File: config.mk
export PLATFORM = sky130hd
export DESIGN_NAME = ram_simple_dual_flow
export DESIGN_NICKNAME = d
export VERILOG_FILES = /design/src/rtl/ram_simple_dual_flow.sv
export SDC_FILE = /design/constraint.sdc
export NUM_CORES = 2
export LEC_CHECK = 0
export ABC_CLOCK_PERIOD_IN_PS = 4500
export BUFFER_PORTS_ARGS = -buffer_cell sky130_fd_sc_hd__buf_2
export CORE_MARGIN = 5
export CORE_UTILIZATION = 55
export DETAILED_ROUTE_END_ITERATION = 7
export PLACE_DENSITY = 0.76
export SYNTH_ARGS = -nofsm -noshare
export SYNTH_HDL_FRONTEND = slang
export SYNTH_SLANG_ARGS = --single-unit
File: constraint.sdc
create_clock -name clk -period 4.5 [get_ports clk]
set_clock_uncertainty 0.1 [all_clocks]
set_input_delay 0.675 -clock clk [delete_from_list [all_inputs] [get_ports clk]]
set_output_delay 0.675 -clock clk [all_outputs]
set_load 0.01 [all_outputs]
File: src/rtl/ram_simple_dual_flow.sv
// Simple dual-port RAM with a zero-fill clear sequencer, an optional same-address
// write bypass, a 1- or 2-cycle read pipeline and a 2-entry output FIFO that
// absorbs consumer backpressure.
//
// state    | meaning
// ---------+------------------------------------------------------------
// ST_IDLE  | normal operation, reads and writes accepted
// ST_CLEAR | zero written to address clr_cnt_q each cycle, ports blocked
module ram_simple_dual_flow #(
    parameter int W          = 16,
    parameter int D          = 128,
    parameter int RD_LAT     = 1,
    parameter int BYPASS     = 1,
    parameter int CLR_ON_RST = 1,
    localparam int AW        = $clog2(D)
) (
    input  logic          clk,
    input  logic          rst,
    input  logic          clr,
    output logic          busy,
    input  logic          we,
    input  logic [AW-1:0] write_addr,
    input  logic [W-1:0]  din,
    input  logic          re,
    input  logic [AW-1:0] read_addr,
    output logic          rd_req_rdy,
    output logic          dout_vld,
    output logic [W-1:0]  dout,
    input  logic          dout_rdy
);

    localparam logic [0:0]    ST_IDLE   = 1'b0;
    localparam logic [0:0]    ST_CLEAR  = 1'b1;
    localparam logic [AW-1:0] LAST_ADDR = AW'(D - 1);
    localparam logic [AW:0]   DEPTH     = (AW + 1)'(D);

    logic [0:0]    state_q, state_d;
    logic [AW-1:0] clr_cnt_q, clr_cnt_d;
    logic          init_q;

    logic [W-1:0]  mem_q [D];

    logic              wr_en, rd_acc, rd_in_range;
    logic [W-1:0]      rd_data_now;
    logic [RD_LAT-1:0] pipe_vld_q;
    logic [W-1:0]      pipe_data_q [RD_LAT];
    logic              ret_vld;
    logic [W-1:0]      ret_data;

    logic [W-1:0] fifo0_q, fifo0_d, fifo1_q, fifo1_d;
    logic [1:0]   fifo_cnt_q, fifo_cnt_d;
    logic         fifo_empty, push, pop_fifo, pop;
    logic [2:0]   inflight, total;

    assign busy = (state_q == ST_CLEAR);

    // Clear sequencer next-state: one address per cycle, exactly D cycles
    always_comb begin
        state_d   = state_q;
        clr_cnt_d = clr_cnt_q;
        case (state_q)
            ST_IDLE: begin
                if (init_q || clr) begin
                    state_d   = ST_CLEAR;
                    clr_cnt_d = '0;
                end
            end
            ST_CLEAR: begin
                if (clr_cnt_q == LAST_ADDR) begin
                    state_d   = ST_IDLE;
                    clr_cnt_d = '0;
                end else begin
                    clr_cnt_d = clr_cnt_q + 1'b1;
                end
            end
            default: state_d = ST_IDLE;
        endcase
    end

    // Sequencer registers; init_q requests the post-reset clear on the first edge
    always_ff @(posedge clk or posedge rst) begin
        if (rst) begin
            state_q   <= ST_IDLE;
            clr_cnt_q <= '0;
            init_q    <= (CLR_ON_RST != 0);
        end else begin
            state_q   <= state_d;
            clr_cnt_q <= clr_cnt_d;
            init_q    <= 1'b0;
        end
    end

    assign wr_en       = we && !busy && ({1'b0, write_addr} < DEPTH);
    assign rd_in_range = ({1'b0, read_addr} < DEPTH);

    // Storage array; the clear sequence owns the write port while busy
    always_ff @(posedge clk) begin
        if (busy) begin
            mem_q[clr_cnt_q] <= '0;
        end else if (wr_en) begin
            mem_q[write_addr] <= din;
        end
    end

    // Read data at acceptance: out-of-range reads give zero, collisions honour BYPASS
    always_comb begin
        rd_data_now = '0;
        if (rd_in_range) begin
            if ((BYPASS != 0) && wr_en && (write_addr == read_addr)) begin
                rd_data_now = din;
            end else begin
                rd_data_now = mem_q[read_addr];
            end
        end
    end

    assign rd_acc = re && rd_req_rdy;

    // Read pipeline, RD_LAT stages deep; reset discards anything in flight
    always_ff @(posedge clk or posedge rst) begin
        if (rst) begin
            pipe_vld_q <= '0;
            for (int i = 0; i < RD_LAT; i++) begin
                pipe_data_q[i] <= '0;
            end
        end else begin
            pipe_vld_q[0] <= rd_acc;
            if (rd_acc) begin
                pipe_data_q[0] <= rd_data_now;
            end
            for (int i = 1; i < RD_LAT; i++) begin
                pipe_vld_q[i]  <= pipe_vld_q[i-1];
                pipe_data_q[i] <= pipe_data_q[i-1];
            end
        end
    end

    assign ret_vld  = pipe_vld_q[RD_LAT-1];
    assign ret_data = pipe_data_q[RD_LAT-1];

    // Empty FIFO lets returning data straight through to dout
    assign fifo_empty = (fifo_cnt_q == 2'd0);
    assign dout_vld   = !fifo_empty || ret_vld;
    assign dout       = fifo_empty ? ret_data : fifo0_q;
    assign pop        = dout_vld && dout_rdy;
    assign pop_fifo   = !fifo_empty && dout_rdy;
    assign push       = ret_vld && !(fifo_empty && dout_rdy);

    // Credit check counts the entry leaving this cycle as already free, which
    // keeps one accept per cycle under full drain with either read latency
    assign inflight   = 3'($countones(pipe_vld_q));
    assign total      = inflight + {1'b0, fifo_cnt_q};
    assign rd_req_rdy = !rst && !busy && !init_q && ((total - {2'b00, pop}) < 3'd2);

    // FIFO next-state: head is always fifo0
    always_comb begin
        fifo0_d    = fifo0_q;
        fifo1_d    = fifo1_q;
        fifo_cnt_d = fifo_cnt_q;
        case ({push, pop_fifo})
            2'b10: begin
                if (fifo_empty) fifo0_d = ret_data;
                else            fifo1_d = ret_data;
                fifo_cnt_d = fifo_cnt_q + 2'd1;
            end
            2'b01: begin
                fifo0_d    = fifo1_q;
                fifo_cnt_d = fifo_cnt_q - 2'd1;
            end
            2'b11: begin
                if (fifo_cnt_q == 2'd1) begin
                    fifo0_d = ret_data;
                end else begin
                    fifo0_d = fifo1_q;
                    fifo1_d = ret_data;
                end
            end
            default: ;
        endcase
    end

    // FIFO registers
    always_ff @(posedge clk or posedge rst) begin
        if (rst) begin
            fifo0_q    <= '0;
            fifo1_q    <= '0;
            fifo_cnt_q <= '0;
        end else begin
            fifo0_q    <= fifo0_d;
            fifo1_q    <= fifo1_d;
            fifo_cnt_q <= fifo_cnt_d;
        end
    end

endmodule

==> implementation parameters <==
Parameter                              Value

Status
  Result of the run ... finished, final reports clean

Logic synthesis
  Asr flop ratio synth ... 2.846%
  Syn_area_per_cell ... 20.40 sq um
  YS warnings ... 0
  Sequential area share after synthesis ... 76.30%
  Number of synthesized register bits ... 2,108
  Mapped Nets ... 4,089
  Number of different library cells in the post-synthesis netlist ... 64
  Instance count of the mapped netlist ... 4,048
  Predominant post-synthesis flop cell ... sky130_fd_sc_hd__edfxtp_1
  Cell Area, Synth ... 82,570 sq um
  Count of flip-flops with a built-in enable after synthesis ... 2,048

Clocking
  TritonCTS buffer count ... 196
  Maximum buffer depth of the clock tree ... 3
  Clock sink count ... 2,108
  Post-cts sizing count ... 0
  Number of H-tree branching levels ... 4
  CTS tree ... built
  Clock transition at the registers of the reported paths ... 60 ps
  Quantity of hold-fixing buffers added after cts ... 0
  Library cell used as clock root buffer ... sky130_fd_sc_hd__clkbuf_16
  Number of buffers inserted by post-CTS setup repair ... 0
  Source-to-sink clock delay at the later pin of the worst-skew pair ... 820 ps

Detailed routing
  Total routed wire length on the met1 layer ... 79,630 um
  Routed length on met2 ... 96,890 um
  Wire length on met3 ... 27,430 um
  DRC errors left ... 0
  Avg WL per Cell ... 32.45 um
  Detailed-routing iteration count for the pre-antenna-repair pass ... 7
  Initial detailed-routing violation count ... 7,158
  Overall routed net length ... 212,700 um
  Via density per instance ... 6.656
  Routed Antenna Nets ... 0
  Via Count ... 43.64k
  Top routing layer in use ... met5

Timing
  Slew Viols, Final ... 0
  Setup_tns ... 0 ps
  Rel. slew slack ... 31.37%
  Unrepaired setup endpoints after global routing ... no
  Worst setup margin ... 597.0 ps
  Final critical delay including setup and external delays ... 3903 ps
  Period utilisation layout ... 86.73%
  Maximum achievable frequency ... 256.2 MHz
  Number of hold-slack violations in the final timing report ... 0
  Final-report setup violation count ... 0
  Slew of the pin with the lowest slew margin ... 1027 ps

Global routing
  Global routing usage summed across all routing layers ... 27.10%
  Pin count of the biggest net entering global routing ... 83
  Antenna violations before repair ... 14
  Via count of the first global-routing pass ... 42.75k
  Global-route wire length before repair ... 307,400 um
  Aggregate global routing overflow ... 0

Critical path
  Worst EP arrival ... 3130 ps
  Critical-path cell list ... inv_1, a21oi_1, ha_1, nand2b_1, fa_1, xnor2_1, and4_1, buf_2
  Setup crit start kind ... flip-flop
  Maximum fanout along the worst path ... 9
  CP top delay family ... adder cells
  Number of buffer and inverter stages on the critical path ... 2
  Crit-path max cell delay ... 580 ps
  Critical Setup Path Class ... flip-flop to primary output
  Cell at the slowest stage of the critical path ... sky130_fd_sc_hd__dfrtp_1
  Crit path capture type ... primary output
  WP data required ... 3720 ps

Finish
  Area Growth Syn to Fin ... 12.76%
  Number of fill cells in the layout ... 10.03k
  Area of combinational cells with multiple inputs ... 18,240 sq um
  Final core occ ... 62.23%
  Total area of sequential cells ... 63,000 sq um
  Layout cells sized above 1 ... 25.44%
  Commonest non-fill, non-tap cells in the layout ... 2,048 x sky130_fd_sc_hd__edfxtp_1, 430 x sky130_fd_sc_hd__mux4_2, 266 x sky130_fd_sc_hd__buf_4
  Nets@finish ... 4,406
  Most common library cell in the layout ignoring fill and taps ... sky130_fd_sc_hd__edfxtp_1

Floorplanning
  Overall die width ... 397.5 um
  Floorplan row count ... 142
  Full die area ... 158,000 sq um
  Initial cell density of the core ... 55.19%
  I/O pins ... 55
  Area of the core region ... 149,600 sq um
  Die Ht ... 397.5 um

Placement
  Post-place setup slack ... 500.1 ps
  Detailed-placement wirelength estimate ... 129,500 um
  Count of input and output buffers ... 54
  Placer Congestion ... 0.9373

Power and ir drop
  Pwr Density ... 447.7 nW/um^2
  Peak supply drop ... 0.4486 mV
  Leakage component of the power ... 32.10 nW
  Post-layout power ... 41.68 mW

Run
  Number of max-cap violations ... 0

Worst hold path
  Class of the worst hold path ... input pin to async pin
[power breakdown]
part / switching, mW / leakage, nW / total (mW) / internal [mW]
Combinational: 2.33 / 8.09 / 3.44 / 1.11
Sequential: 0.203 / 21.0 / 22.1 / 21.9
Clock: 7.10 / 3.06 / 16.1 / 9.03
[path summary, 6_finish.rpt]
path / slack [ps] / endpoint / cells past startpoint / from
hold reg to reg: 400 / fifo1_q[12] / 1 / fifo1_q[12]
hold / removal: 60 / fifo_cnt_q[0] / 3 / rst
setup / recovery: 600 / rd_req_rdy / 8 / pipe_vld_q
max in group asynchronous: 3670 / busy / 3 / rst
setup reg to reg: 620 / pipe_data_q[14] / 12 / pipe_vld_q
min in group clk: 100 / fifo_cnt_q[1] / 3 / dout_rdy
[cells in the mapped netlist (13+ instances only)]
master / n / share of area, %
sky130_fd_sc_hd__a21oi_1: 79 / 0.48
sky130_fd_sc_hd__a22oi_1: 172 / 1.6
sky130_fd_sc_hd__and2_1: 24 / 0.18
sky130_fd_sc_hd__buf_1: 13 / 0.059
sky130_fd_sc_hd__buf_2: 61 / 0.37
sky130_fd_sc_hd__buf_4: 21 / 0.19
sky130_fd_sc_hd__buf_6: 43 / 0.59
sky130_fd_sc_hd__clkbuf_1: 98 / 0.45
sky130_fd_sc_hd__dfrtp_1: 59 / 1.8
sky130_fd_sc_hd__edfxtp_1: 2048 / 74
sky130_fd_sc_hd__inv_1: 13 / 0.059
sky130_fd_sc_hd__mux2_2: 53 / 0.72
sky130_fd_sc_hd__mux2i_1: 220 / 2.7
sky130_fd_sc_hd__mux4_2: 430 / 12
sky130_fd_sc_hd__nand2_1: 136 / 0.62
sky130_fd_sc_hd__nand3_1: 65 / 0.39
sky130_fd_sc_hd__nand4_1: 41 / 0.31
sky130_fd_sc_hd__nor2_1: 173 / 0.79
sky130_fd_sc_hd__o21ai_0: 82 / 0.50
sky130_fd_sc_hd__o221ai_1: 44 / 0.47
sky130_fd_sc_hd__o22ai_1: 18 / 0.14
[per-layer routing]
| layer | vias up | GRT usage [%] |
|---|---|---|
| met4 | 10 | 9.996 |
| li1 | 17480 | - |
| met2 | 3150 | 40.25 |
| met5 | - | 0 |
| met3 | 461 | 7.028 |
| met1 | 22540 | 39.48 |
[worst register-to-register path: cells and delay by family (launching register included)]
kind	cells	cell delay (ps)
buffers and inverters	2	500
flip-flops	1	580
AND/OR/NAND/NOR	4	910
AO/OA/AOI/OAI	3	880
adder cells (fa/ha/maj)	2	660
XOR/XNOR	1	140
[cells by family (layout without fill, tap and decap cells)]
group           Yosys count  after routing  synth area share, %
fa+ha+maj                 5              5              0.08486
simple gates            490            490                2.676
xor+xnor                  9              9              0.09547
compound gates          479            479                3.987
flops                  2108           2108                76.30
mux                     703            703                15.12
buf+inv                 253            741                1.731
other cells               1              5             0.004542
[sequential cells by signal, summed over array words and instances, names as in the netlist]
signal and count:
busy 1, clr_cnt_q 7, fifo0_q 16, fifo1_q 16, fifo_cnt_q 2, init_q 1
mem_q 2048, pipe_data_q 16, pipe_vld_q 1
[area by class of cell]
class                           count  share of cell area, %
Timing Repair Buffer              356                  3.238
Multi-Input combinational cell   1687                  19.59
Inverter                           16                0.06451
Clock inverter                    120                  1.020
Tap cell                         2016                  2.709
Antenna cell                        4                0.01075
Sequential cell                  2108                  67.67
Clock buffer                      249                  5.696
[stage by stage]
step	hold slack [ps]	cell area, sq um	std cells
after detailed placement	396.0	86840	6183
after floorplan	373.3	82570	4048
after CTS	11.27	93090	6552
final	57.38	93100	6556
after global placement	388.7	86840	6183
after global routing	83.46	93090	6553
Power figures use the tool's default switching activity.
